File: src/rtl/mux_sched.sv
`default_nettype none
// ============================================================================
// Module   : mux_sched
// Brief    : N-channel data multiplexer with direct-select or round-robin
//            scheduling into a one-entry registered output stage with
//            valid/ready handshaking on both sides.
// Options  : define MUX_SCHED_CNT_EN to add the 16-bit xfer_cnt output that
//            counts accepted output transfers.
// Revision : 1.0 - initial release
// ============================================================================
module mux_sched #(
    parameter int WIDTH  = 8,
    parameter int NUM_CH = 4,
    parameter int SEL_W  = 2
) (
    input  logic                    clk,
    input  logic                    rst,
    input  logic [NUM_CH*WIDTH-1:0] d,
    input  logic [NUM_CH-1:0]       d_valid,
    output logic [NUM_CH-1:0]       d_ready,
    input  logic                    mode,
    input  logic [SEL_W-1:0]        sel,
    output logic [WIDTH-1:0]        y,
    output logic                    y_valid,
    input  logic                    y_ready,
    output logic [SEL_W-1:0]        y_ch
`ifdef MUX_SCHED_CNT_EN
    ,
    output logic [15:0]             xfer_cnt
`endif
);

    // Output register may be (re)loaded when empty or being drained this cycle
    logic             load_en;
    logic             grant_vld;
    logic [SEL_W-1:0] grant_idx;
    logic [WIDTH-1:0] grant_data;
    logic [SEL_W-1:0] last_ptr;

    assign load_en = ~y_valid | y_ready;

    // Grant decision: direct select, or first valid channel after last_ptr
    always_comb begin
        grant_vld = 1'b0;
        grant_idx = '0;
        if (!mode) begin
            // An out-of-range sel matches no channel and so grants nothing
            for (int i = 0; i < NUM_CH; i++) begin
                if (sel == SEL_W'(i) && d_valid[i]) begin
                    grant_vld = 1'b1;
                    grant_idx = SEL_W'(i);
                end
            end
        end else begin
            // Walk offsets from farthest to nearest so the nearest valid wins
            for (int k = NUM_CH; k >= 1; k--) begin
                for (int i = 0; i < NUM_CH; i++) begin
                    if (i == ((int'(last_ptr) + k) % NUM_CH) && d_valid[i]) begin
                        grant_vld = 1'b1;
                        grant_idx = SEL_W'(i);
                    end
                end
            end
        end
    end

    // Data of the granted channel
    always_comb begin
        grant_data = '0;
        for (int i = 0; i < NUM_CH; i++) begin
            if (grant_idx == SEL_W'(i)) begin
                grant_data = d[i*WIDTH +: WIDTH];
            end
        end
    end

    // One-hot accept strobe, suppressed under backpressure and during reset
    always_comb begin
        d_ready = '0;
        for (int i = 0; i < NUM_CH; i++) begin
            if (grant_vld && load_en && !rst && grant_idx == SEL_W'(i)) begin
                d_ready[i] = 1'b1;
            end
        end
    end

    // Output register and round-robin pointer; pointer moves only on accept
    always_ff @(posedge clk or posedge rst) begin
        if (rst) begin
            y        <= '0;
            y_valid  <= 1'b0;
            y_ch     <= '0;
            last_ptr <= SEL_W'(NUM_CH - 1);
        end else if (load_en) begin
            if (grant_vld) begin
                y        <= grant_data;
                y_ch     <= grant_idx;
                y_valid  <= 1'b1;
                last_ptr <= grant_idx;
            end else begin
                y_valid  <= 1'b0;
            end
        end
    end

`ifdef MUX_SCHED_CNT_EN
    // Count completed output handshakes, wrapping at 16 bits
    always_ff @(posedge clk or posedge rst) begin
        if (rst) begin
            xfer_cnt <= '0;
        end else if (y_valid && y_ready) begin
            xfer_cnt <= xfer_cnt + 16'd1;
        end
    end
`else
    // Transfer counter not built in this configuration
`endif

endmodule
`default_nettype wire

File: config.mk
export PLATFORM = sky130hd
export DESIGN_NAME = mux_sched
export DESIGN_NICKNAME = d
export VERILOG_FILES = /design/src/rtl/mux_sched.sv
export SDC_FILE = /design/constraint.sdc
export NUM_CORES = 1
export LEC_CHECK = 0
export BUFFER_PORTS_ARGS = -buffer_cell sky130_fd_sc_hd__buf_2
export CAP_MARGIN = 20
export CORE_UTILIZATION = 45
export DETAILED_ROUTE_END_ITERATION = 6
export GPL_TIMING_DRIVEN = 0
export PLACE_DENSITY = 0.78
export SETUP_SLACK_MARGIN = 0.4
export SLEW_MARGIN = 25
export SYNTH_ARGS = -nofsm -noshare
export SYNTH_HDL_FRONTEND = slang
export SYNTH_SLANG_ARGS = --single-unit
File: constraint.sdc
create_clock -name clk -period 2.6 [get_ports clk]
set_input_delay 0.52 -clock clk [delete_from_list [all_inputs] [get_ports clk]]
set_output_delay 0.52 -clock clk [all_outputs]
set_load 0.02 [all_outputs]
# [After elaboration in Yosys (flattened, before gate mapping)]
# Cells that the tools add are included.
# W data, S select, Z words.
[totals] reg_bits=13 latch_bits=0 ram_bits=0 mem_bits_ro=0 in_bits=42 out_inout_bits=15 word_cells=119 n_memories=0
[op_classes] n_addsub=4 mul=0 div_mod_pow=0 n_lt_le_gt_ge=0 eq_ne=18 shift=0 muxes=49 n_bitwise=6 n_reduce_logical=38
[op_table] operator="$logic_not A32 Y1" count=4
[op_table] operator="$mux W2" count=17
[op_table] operator="$mux W8" count=4
[op_table] operator="$mux W1" count=28
[op_table] operator="$logic_and A1 B1 Y1" count=26
[op_table] operator="$eq A3 B3 Y1 const A" count=8
[op_table] operator="$eq A2 B3 Y1 const A" count=4
[op_table] operator="$eq A2 B2 Y1 const B" count=4
[op_table] operator="$reduce_or A2 Y1" count=4
[op_table] operator="$add A2 B1 Y2 const B" count=2
[op_table] operator="$add A2 B2 Y2 const B" count=2
[op_table] operator="$and A1 B1 Y1 const A" count=4
[op_table] operator="$eq A2 B1 Y1 const B" count=2
[op_table] operator="$logic_not A2 Y1" count=2
[op_table] operator="$reduce_and A2 Y1" count=1
[op_table] operator="$logic_not A1 Y1" count=1
[op_table] operator="$not A1 Y1" count=1
[op_table] operator="$or A1 B1 Y1" count=1

# [Logic depth before layout (Yosys ltp)]
[depth] word_depth=26 mapped_depth=7 ltp_nobuf=5

# [Worst setup path after synthesis]
# OpenSTA, ideal clock, no wires.
[synth_path] kind="input -> output" startpoint="input port sel[0]" endpoint="output port d_ready[0]" t_arrival_ps=1975 t_required_ps=2080 slack_ps=105 stages=5 path_buffers=1 path_cell_list="mux2_1 a21oi_1 a41oi_1 buf_2 nor4_1"
[synth_between] elab_chain_len=11 elab_cells_between_ends=22 classes_between="eq/ne: 3; mux: 10; reduce/logical: 9"
[synth_rtl] item="start, declared" line_no="22" text="input logic [SEL_W-1:0] sel,"
[synth_rtl] item="$logic_not A2 Y1" line_no="49" text="if (sel == SEL_W'(i) && d_valid[i]) begin"
[synth_rtl] item="$logic_and A1 B1 Y1" line_no="49"
[synth_rtl] item="$mux W1 (4 in series)" line_no="49"
[synth_rtl] item="$mux W1" line_no="46" text="if (!mode) begin"
[synth_rtl] item="$logic_and A1 B1 Y1 (2 in series)" line_no="81" text="if (grant_vld && load_en && !rst && grant_idx == SEL_W'(i)) begin"
[synth_rtl] item="$logic_and A1 B1 Y1 *" line_no="81"
[synth_rtl] item="$mux W1 *" line_no="81"
[synth_rtl] item="end, declared" line_no="20" text="output logic [NUM_CH-1:0] d_ready,"
# Mark *: on every way between the ends. The rest lies on a longest branch, timed or not.

# [Worst setup path in the final report]
[layout_path] startpoint="register last_ptr[0]" endpoint="output port d_ready[2]"
[layout_between] elab_chain_len=26 elab_cells_between_ends=82 classes_between="add/sub: 4; eq/ne: 13; mux: 34; bitwise: 4; reduce/logical: 27"
[layout_rtl] item="start, declared" line_no="38" text="logic [SEL_W-1:0] last_ptr;"
[layout_rtl] item="start signal, assigned" line_no="93" text="last_ptr <= SEL_W'(NUM_CH - 1);"
[layout_rtl] item="start signal, assigned" line_no="99" text="last_ptr <= grant_idx;"
[layout_rtl] item="$add A2 B1 Y2" line_no="58" text="if (i == ((int'(last_ptr) + k) % NUM_CH) && d_valid[i]) begin"
[layout_rtl] item="$reduce_or A2 Y1 (no line)"
[layout_rtl] item="$and A1 B1 Y1 (no line)"
[layout_rtl] item="$logic_not A32 Y1" line_no="58"
[layout_rtl] item="$logic_and A1 B1 Y1" line_no="58"
[layout_rtl] item="$mux W1 (16 in series)" line_no="58"
[layout_rtl] item="$mux W1" line_no="46"
[layout_rtl] item="$logic_and A1 B1 Y1 (2 in series)" line_no="81"
[layout_rtl] item="$logic_and A1 B1 Y1 *" line_no="81"
[layout_rtl] item="$mux W1 *" line_no="81"
# Marks and branches as above.

==> impl_metrics.json <==
{
  "yosys_register_bits": 13,
  "tightest_slew_ns": 0.536,
  "first_pass_iters": 4,
  "gp_congestion": 0.775,
  "synth_area_leaders": "dfrtp_1, a221oi_2, o31ai_2, and2b_1, dfstp_2",
  "start_kind": "register",
  "antennaDiodeCount": 0,
  "die_w_microns": 54.1,
  "synthCells": 117,
  "drv_slew": 0,
  "core_sq_um": 2520,
  "min_path_type": "input port to async pin",
  "vias": 1351,
  "critPathMaxFanout": 8,
  "ys_seq_area_share_pct": 26.8,
  "drtIter0Drc": 26,
  "wire_per_inst_microns": 17.2,
  "design.die.area_sq_um": 2930,
  "leakagePower_nw": 0.783,
  "syn2layout_area_growth_pct": 43.4,
  "ios": 57,
  "wirelength_microns": 3790,
  "clock_latency_ns": 0.28,
  "cp.required_ns": 2.08,
  "fmax_ghz": 0.384,
  "synth_top_area_cell": "dfrtp_1",
  "drive_gt1_share_pct": 59.5,
  "clkSinkCount": 13,
  "antenna_found_initial": 0,
  "std_cell_rows": 18,
  "max_slew_margin_pct": 64.2,
  "grt_pass1_vias": 1291,
  "viasPerCell": 6.14,
  "final_antenna_net_count": 0,
  "finalSetupTns_ns": -0.00220,
  "grt_pass1_wl_microns": 5720,
  "finalNonFillerCells": 220,
  "ys_types": 41,
  "clk_pin_slew_ns": 0.09,
  "final_core_util_pct": 69.4,
  "ys_async_sr_fraction_pct": 100,
  "cts_made_buffers": 3,
  "grt.total_usage_pct": 27.5,
  "violations": "negative setup slack",
  "rsz0062_at_grt": "true",
  "synth_top_area_share_pct": 22.5,
  "min_period_ns": 2.60,
  "worst-r2r-cell-count": 7,
  "worst_slack_ns": -0.00220,
  "skew_ns": 0.00592,
  "grt_overflow_total": 0,
  "cts.htree.levels": 1,
  "status": "complete, but fails checks",
  "drc": 0,
  "drv_cap": 0,
  "finalHoldViolations": 0,
  "setup_viol_count_final": 1,
  "syn_area_sq_um": 1220,
  "synth_warnings": 0,
  "synth_area_per_cell_sq_um": 10.4,
  "nets": 233,
  "cts_tree": "built",
  "worstSetupEndpointType": "output pin",
  "cts_max_path_buffers": 2,
  "dpl_worst_slack_ns": 0.0328,
  "synthFlopType": "dfrtp_1",
  "crit_arrival_ns": 2.08,
  "synth_edf_count": 0,
  "die_h_microns": 54.1,
  "portBuffers": 56,
  "syn-num-nets": 159,
  "vdd_ir_drop_max_v": 0.000444,
  "grt_max_degree": 14,
  "hold_buffers": 0,
  "critical_path_class": "register to output pin",
  "place_hpwl_microns": 2650,
  "power_density_nw_per_um2": 589,
  "root_buffer": "clkbuf_4",
  "start_util_pct": 48.4,
  "timing.final.crit_share_pct": 100,
  "nFillCells": 198,
  "place_inst": 203
}
==> what timing repair did <==
| action | CTS | global route |
|---|---|---|
| pin swaps | 9 | 0 |
| gates resized for setup | 10 | 1 |
| gates cloned | 0 | 0 |
| buffers inserted | 12 | 1 |
| endpoints found under the setup margin | 4 | 4 |
==> final cells by class <==
class / count / area, sq um / area share [%]
inverters: 2 / 7.51 / 0.429
plain buffers: 10 / 96.3 / 5.50
clock buffers: 4 / 26.3 / 1.50
repair buffers: 69 / 383 / 21.9
well taps: 30 / 37.5 / 2.14
flip-flops and latches: 13 / 328 / 18.7
multi-input cells: 92 / 873 / 49.9
==> cells by family after synthesis <==
kind of cell,after synthesis,synth area share [%]
DFF,13,26.8
muxes,5,5.84
buffers and inverters,12,7.79
and+or+nand+nor,38,21.5
AOI/OAI and AO/OA,49,38.0
==> power by group <==
part           leakage [nW]  internal (mW)  total [mW]  switching, mW
sequential            0.152          0.265       0.307         0.0414
combinational         0.616          0.267       0.594          0.327
clock                0.0150         0.0596       0.130         0.0709
total                 0.783          0.592        1.03          0.439
==> synth_stat cells, types with 4 or more instances <==
| cell | count |
|---|---|
| dfrtp_1 | 11 |
| and2b_1 | 9 |
| nand2b_1 | 5 |
| nor2b_1 | 8 |
| a221oi_1 | 6 |
| o31ai_2 | 7 |
| nor4_1 | 4 |
| o21ai_1 | 5 |
| o21ai_0 | 9 |
| a221oi_2 | 10 |
==> worst max-delay path, cell delays in order (launching register included) <==
cell      delay (ns)
dfstp_2         0.63
nand3b_1        0.16
buf_4           0.17
a41o_1          0.27
buf_6           0.15
nor4_4          0.25
buf_4           0.18
==> registers in the layout (all words and copies together), names as in the netlist <==
name and flops:
y 8, last_ptr 2, y_ch 2, y_valid 1
==> per-layer routing <==
metal | share of wire [%] | up-vias | GRT usage, % | wire length [microns]
met5 | 0 | - | 0 | 0
met4 | 0.77 | 0 | 6.84 | 29
met3 | 5.7 | 4 | 5.37 | 214
met2 | 54 | 57 | 52.7 | 2040
met1 | 40 | 665 | 30.5 | 1510
li1 | - | 625 | - | -
==> worst paths after layout <==
path                              from          end  slack (ns)
max in group asynchronous          rst  last_ptr[0]        1.90
hold / removal                     rst      y_ch[0]        0.33
min in group clk               y_ch[0]      y_ch[0]        0.51
setup / recovery           last_ptr[0]   d_ready[2]      -0.002
hold reg to reg                y_ch[0]      y_ch[0]        0.51
setup reg to reg           last_ptr[0]      y_ch[1]        0.53
==> metrics by stage <==
| stage | hold WS [ns] | cell area (sq um) | total power, mW |
|---|---|---|---|
| after floorplan | 0.396 | 1250 | 0.657 |
| after global placement | 0.472 | 1560 | 0.791 |
| after detailed placement | 0.487 | 1560 | 0.812 |
| after CTS | 0.334 | 1740 | 1.01 |
| after global routing | 0.379 | 1750 | 1.09 |
| final | 0.332 | 1750 | 1.03 |
==> cells in the final DEF (no fill, tap or decap), types with 2 or more instances in the layout <==
master     n
buf_2     55
buf_4     18
and2b_1    9
clkbuf_1   2
a221oi_2  10
o21ai_1    5
o21ai_0    9
nor2b_1    8
dfrtp_1   11
mux2_1     3
nand3b_1   2
inv_1      2
nor2_1     2
a221oi_1   6
clkbuf_4   3
dfstp_2    2
nor4_2     3
nand2b_1   4
buf_6      4
o31ai_2    7
No activity file was read; power rests on OpenSTA's default activity.
